<file path="config.mk">
export PLATFORM = sky130hd
export DESIGN_NAME = jk_bank_arbiter_flat
export DESIGN_NICKNAME = d
export VERILOG_FILES = /design/src/rtl/jk_bank_arbiter_if.sv /design/src/rtl/jk_bank_arbiter.sv /design/src/flat_wrapper.sv
export SDC_FILE = /design/constraint.sdc
export NUM_CORES = 1
export LEC_CHECK = 0
export ABC_AREA = 1
export BUFFER_PORTS_ARGS = -buffer_cell sky130_fd_sc_hd__buf_2
export CORE_MARGIN = 2
export CORE_UTILIZATION = 55
export CTS_CLUSTER_DIAMETER = 40
export DETAILED_ROUTE_END_ITERATION = 16
export HOLD_SLACK_MARGIN = 0.12
export MAX_ROUTING_LAYER = met4
export PLACE_DENSITY = 0.91
export SYNTH_ARGS = -nofsm -noshare
export SYNTH_HDL_FRONTEND = slang
export SYNTH_SLANG_ARGS = --single-unit
</file>
<file path="constraint.sdc">
create_clock -name clk -period 3.5 [get_ports clk]
set_input_delay 0.175 -clock clk [delete_from_list [all_inputs] [get_ports clk]]
set_output_delay 0.175 -clock clk [all_outputs]
set_load 0.01 [all_outputs]
</file>
<file path="src/rtl/jk_bank_arbiter_if.sv">
// Request/command bus between JK requesters and jk_bank_arbiter.
// Requesters use the master modport; the arbiter uses the slave modport.
interface jk_bank_arbiter_if #(
    parameter int WIDTH = 8,
    parameter int REQS  = 4
);
    localparam int AW = $clog2(WIDTH);
    localparam int GW = $clog2(REQS);

    logic [REQS-1:0]    req;
    logic [2*REQS-1:0]  cmd;
    logic [AW*REQS-1:0] addr;
    logic [REQS-1:0]    ack;
    logic [WIDTH-1:0]   j_out;
    logic [WIDTH-1:0]   k_out;
    logic [WIDTH-1:0]   en_out;
    logic [WIDTH-1:0]   q;
    logic               busy;
    logic [GW-1:0]      gnt_id;

    modport master (
        output req, cmd, addr,
        input  ack, j_out, k_out, en_out, q, busy, gnt_id
    );

    modport slave (
        input  req, cmd, addr,
        output ack, j_out, k_out, en_out, q, busy, gnt_id
    );
endinterface

</file>
<file path="src/rtl/jk_bank_arbiter.sv">
// Arbitrated setup/strobe/hold sequencer for a bank of JK cells.
// Define JK_ARB_FIXED_PRI_EN for fixed priority instead of round-robin.
module jk_bank_arbiter #(
    parameter int WIDTH = 8,
    parameter int REQS  = 4,
    localparam int AW   = $clog2(WIDTH),
    localparam int GW   = $clog2(REQS)
) (
    input logic clk,
    input logic rst_n,
    jk_bank_arbiter_if.slave bus
);

    typedef enum logic [1:0] {
        IDLE,
        SETUP,
        STROBE,
        HOLD
    } state_t;

    state_t           state;
    logic [1:0]       cmd_r;
    logic [AW-1:0]    addr_r;
    logic [GW-1:0]    gnt_r;
    logic [WIDTH-1:0] q_r;
    logic [WIDTH-1:0] j_r;
    logic [WIDTH-1:0] k_r;
    logic [WIDTH-1:0] en_r;
    logic [REQS-1:0]  ack_r;

    logic [GW-1:0]    start;
    logic [GW-1:0]    win;
    logic [1:0]       win_cmd;
    logic [AW-1:0]    win_addr;
    logic [WIDTH-1:0] win_sel;
    logic [WIDTH-1:0] sel_r;

    // Out-of-range addresses decode to an all-zero mask.
    function automatic logic [WIDTH-1:0] decode(input logic [AW-1:0] a);
        logic [WIDTH-1:0] m;
        m = '0;
        for (int i = 0; i < WIDTH; i++) begin
            if (a == AW'(i)) m[i] = 1'b1;
        end
        return m;
    endfunction

`ifdef JK_ARB_FIXED_PRI_EN
    assign start = '0;
`else
    logic [GW-1:0] rr_ptr;
    assign start = rr_ptr;
`endif

    always_comb begin
        logic found;
        int   idx;
        found = 1'b0;
        win   = '0;
        idx   = 0;
        for (int i = 0; i < REQS; i++) begin
            idx = int'(start) + i;
            if (idx >= REQS) idx = idx - REQS;
            if (!found && bus.req[idx]) begin
                found = 1'b1;
                win   = GW'(idx);
            end
        end
    end

    assign win_cmd  = bus.cmd[2*int'(win) +: 2];
    assign win_addr = bus.addr[AW*int'(win) +: AW];
    assign win_sel  = decode(win_addr);
    assign sel_r    = decode(addr_r);

    always_ff @(posedge clk or negedge rst_n) begin
        if (!rst_n) begin
            state  <= IDLE;
            cmd_r  <= '0;
            addr_r <= '0;
            gnt_r  <= '0;
            q_r    <= '0;
            j_r    <= '0;
            k_r    <= '0;
            en_r   <= '0;
            ack_r  <= '0;
`ifndef JK_ARB_FIXED_PRI_EN
            rr_ptr <= '0;
`endif
        end else begin
            unique case (state)
                IDLE: begin
                    if (|bus.req) begin
                        state  <= SETUP;
                        cmd_r  <= win_cmd;
                        addr_r <= win_addr;
                        gnt_r  <= win;
                        j_r    <= win_cmd[1] ? win_sel : '0;
                        k_r    <= win_cmd[0] ? win_sel : '0;
`ifndef JK_ARB_FIXED_PRI_EN
                        if (int'(win) == REQS - 1) rr_ptr <= '0;
                        else                       rr_ptr <= win + 1'b1;
`endif
                    end
                end
                SETUP: begin
                    en_r  <= sel_r;
                    state <= STROBE;
                end
                STROBE: begin
                    en_r  <= '0;
                    ack_r <= REQS'(1) << gnt_r;
                    // Toggle uses the registered old value, so no oscillation.
                    unique case (cmd_r)
                        2'b00: q_r <= q_r;
                        2'b01: q_r <= q_r & ~sel_r;
                        2'b10: q_r <= q_r | sel_r;
                        2'b11: q_r <= q_r ^ sel_r;
                    endcase
                    state <= HOLD;
                end
                HOLD: begin
                    ack_r <= '0;
                    j_r   <= '0;
                    k_r   <= '0;
                    state <= IDLE;
                end
                default: state <= IDLE;
            endcase
        end
    end

    assign bus.ack    = ack_r;
    assign bus.j_out  = j_r;
    assign bus.k_out  = k_r;
    assign bus.en_out = en_r;
    assign bus.q      = q_r;
    assign bus.busy   = (state != IDLE);
    assign bus.gnt_id = gnt_r;

endmodule
</file>
<file path="src/flat_wrapper.sv">
// flat-port wrapper written by rule: the top's interface ports become plain ports
module jk_bank_arbiter_flat 
#(
    parameter int WIDTH = 8,
    parameter int REQS  = 4,
    localparam int AW   = $clog2(WIDTH),
    localparam int GW   = $clog2(REQS)
)
  (clk, rst_n, bus_req, bus_cmd, bus_addr, bus_ack, bus_j_out, bus_k_out, bus_en_out, bus_q, bus_busy, bus_gnt_id);
  jk_bank_arbiter_if #(.WIDTH(WIDTH), .REQS(REQS)) bus_i ();
  input logic clk;
  input logic rst_n;
  input wire logic [$bits(bus_i.req)-1:0] bus_req;
  input wire logic [$bits(bus_i.cmd)-1:0] bus_cmd;
  input wire logic [$bits(bus_i.addr)-1:0] bus_addr;
  output wire logic [$bits(bus_i.ack)-1:0] bus_ack;
  output wire logic [$bits(bus_i.j_out)-1:0] bus_j_out;
  output wire logic [$bits(bus_i.k_out)-1:0] bus_k_out;
  output wire logic [$bits(bus_i.en_out)-1:0] bus_en_out;
  output wire logic [$bits(bus_i.q)-1:0] bus_q;
  output wire logic [$bits(bus_i.busy)-1:0] bus_busy;
  output wire logic [$bits(bus_i.gnt_id)-1:0] bus_gnt_id;
  assign bus_i.req = bus_req;
  assign bus_i.cmd = bus_cmd;
  assign bus_i.addr = bus_addr;
  assign bus_ack = bus_i.ack;
  assign bus_j_out = bus_i.j_out;
  assign bus_k_out = bus_i.k_out;
  assign bus_en_out = bus_i.en_out;
  assign bus_q = bus_i.q;
  assign bus_busy = bus_i.busy;
  assign bus_gnt_id = bus_i.gnt_id;
  jk_bank_arbiter #(.WIDTH(WIDTH), .REQS(REQS)) u_core (.clk(clk), .rst_n(rst_n), .bus(bus_i));
endmodule
</file>
==> results.md <==
* Status: complete, no violations
* Max-cap viol count at 0
* # resized after CTS at 0
* Clock transition at path regs at 90 ps
* CP Max Fanout at 16
* Die area at 6080 sq um
* Worst Hold Class: in2reg
* Post-route ant nets at 0
* Max Fclk at 388 MHz
* Via-to-Cell Ratio at 5.36
* Final Hold Violating Endpoints at 0
* Die W at 78 um
* Max Root-Sink Buffers at 2
* DRT Pass-1 Iters at 5
* Layout cells sized above 1 at 22.7%
* Htree depth at 2
* Port Buffers at 64
* GPL Wtd Cong at 0.924
* Initial antenna violation count at 0
* Slew HR at 20.4%
* GRT Residual Overflow at 0
* Cell mode on critical path: inv_1
* Antenna fix cells at 0
* Seq cells post-synth at 47
* Worst Hold Slack at 230 ps
* Reg area at 1180 sq um
* Arr. time, crit path at 2770 ps
* Tmin final at 2580 ps
* Final Max Slew Viols at 0
* Vias in the first global route at 2537
* CP Capture Type: register
* Slew @ Worst Pin at 1190 ps
* Syn Area/Cell at 7.86 sq um
* Total core area at 5200 sq um
* Top Ports at 65
* YS warnings at 0
* DR vias at 2761
* Synth Flop Type: dfrtp_1
* Die Y at 78 um
* Cell chosen for the clock root: clkbuf_8
* CTS Buf Count at 5
* Detailed-route DRC error count at 0
* Crit-path slowest cell: o21ai_1
* WL final at 7030 um
* Area Overhead vs Synth at 14.7%
* Fin nets at 490
* FP Rows at 26
* Initial core utilization at 57.9%
* Crit Path Class: reg2reg
* Tot Pwr at 3.75 mW
* Drt wl/cell at 13.6 um
* Initial drt markers at 189
* Crit-path cells: inv_1 > ha_1 > inv_1 > nor2_1 > inv_1 > o21ai_1 > nor2_1 > o21bai_1
* Number of synthesized flops with an enable pin at 0
* Syn_nets at 429
* WP buf/inv at 3
* HPWL Detailed at 5190 um
* RSZ-0062 raised after global routing: false
* Post-route insts no fill at 515
* First-pass GRT wire length at 11700 um
* Worst stage delay on the critical path at 710 ps
* CTS Sinks at 47
* Tot GR Track Use at 24.7%
* # setup viols final at 0
* PwrDens at 1080 nW/um^2
* Cells after Synth at 383
* Peak VDD IR at 0.627 mV
* P_leak at 1.79 nW
* Worst-Skew Late Latency at 310 ps
* Worst EP required at 3690 ps
* TritonCTS clock tree: yes
* Post-synthesis sequential area ratio at 39.1%
* Crit path launch type: register
* Setup Skew at 9.66 ps
* Pin count of the biggest net entering global routing at 48
* Yosys cell types at 29
* Post-synthesis cell area at 3010 sq um
* Post-synth ARST share at 100%
* CP top delay family: compound AO/OA/AOI/OAI gates
* Multi-input gate area at 1520 sq um
* Final TNS setup at 0 ps
* Ratio of final minimum period to clock period at 73.6%
* Fillers at 460
* Placed Instances at 506
state kept, by name, summed over array words and instances, names as in the netlist:
| register | count |
|---|---|
| u_core.bus.k_out | 8 |
| u_core.addr_r | 3 |
| u_core.bus.en_out | 8 |
| u_core.rr_ptr | 2 |
| u_core.bus.gnt_id | 2 |
| u_core.bus.ack | 4 |
| u_core.bus.j_out | 8 |
| u_core.cmd_r | 2 |
| u_core.bus.q | 8 |
| u_core.state | 2 |
worst min-delay path, stage by stage:
cell and delay [ps]:
buf_2 70, nand2_1 50, nand2_1 50, nand2_1 60
o211ai_1 80
power by group:
group / total [mW] / switching, mW / internal [mW] / leakage, nW
Combinational: 2.41 / 1.61 / 0.791 / 1.12
Clock: 0.337 / 0.197 / 0.139 / 0.0402
Sequential: 1.01 / 0.212 / 0.794 / 0.625
per-stage QoR:
| stage | cell area [sq um] | worst slack [ps] | utilization, % |
|---|---|---|---|
| floorplan | 3010 | 1540 | - |
| global placement | 3360 | 1110 | 64.5 |
| detailed placement | 3360 | 1020 | 64.5 |
| CTS | 3450 | 970 | 66.4 |
| global route | 3450 | 709 | 66.4 |
| finish | 3450 | 923 | 66.4 |
routing by layer:
metal	share of wire [%]	track usage [%]
met1	42	31.9
met2	49	40.6
met3	6.4	3.49
met4	1.9	7.72
met5	0	-
logic make-up after synthesis:
family	after synthesis	share of synthesized area, %
adders and majority gates	20	8.31
DFF	47	39.1
and+or+nand+nor	182	29.9
AOI/OAI and AO/OA	58	12.3
buffers and inverters	76	10.5
cell type report:
class / count / share of cell area [%]
clock inverters: 3 / 0.580
well taps: 70 / 2.54
flip-flops and latches: 47 / 34.0
repair buffers: 65 / 9.56
inverters: 65 / 7.28
clock buffers: 5 / 1.99
multi-input cells: 260 / 44.0
cell usage after synthesis (3+ instances only):
cell type / count / area, sq um
nor2_1: 22 / 82.6
o21ai_1: 3 / 15.0
o211ai_1: 10 / 75.1
clkbuf_1: 6 / 22.5
o21ai_0: 17 / 85.1
nand2_2: 16 / 100
o22ai_1: 8 / 50.1
a21oi_1: 3 / 15.0
nand3_1: 59 / 295
nand2_4: 4 / 45.0
nand2_1: 72 / 270
dfrtp_1: 47 / 1180
inv_1: 61 / 229
o21bai_1: 16 / 120
ha_1: 20 / 250
what timing repair did:
action,in CTS,in global routing
hold endpoints to repair,47,0
setup buffers,0,0
hold buffers,1,0
path summary, 6_finish.rpt:
path / start / endpoint / slack (ps) / depth (start not counted)
worst max-delay path: u_core.state[0]$_DFFE_PN0P_ / u_core.bus.j_out[1]$_DFFE_PN0P_ / 920 / 8
worst min-delay path: bus_cmd[6] / u_core.cmd_r[0]$_DFFE_PN0P_ / 230 / 5
worst max register to register: u_core.state[0]$_DFFE_PN0P_ / u_core.bus.j_out[1]$_DFFE_PN0P_ / 920 / 8
worst min register to register: u_core.bus.en_out[4]$_DFFE_PN0P_ / u_core.bus.en_out[4]$_DFFE_PN0P_ / 530 / 2
max in group asynchronous: rst_n / u_core.bus.k_out[3]$_DFFE_PN0P_ / 2290 / 2
min in group asynchronous: rst_n / u_core.bus.q[7]$_DFFE_PN0P_ / 580 / 2
cells in the final DEF, fill, tap and decap left out, types with 3 or more instances in the layout:
cell type	count
o211ai_1	10
a21oi_1	3
clkbuf_8	5
o22ai_1	8
inv_1	61
dfrtp_1	47
o21ai_1	3
nand2_4	4
o21bai_1	16
nand3_1	59
nor2_1	22
nand2_2	16
nand2_1	72
buf_2	64
ha_1	20
o21ai_0	17
No activity file was read; power rests on OpenSTA's default activity.
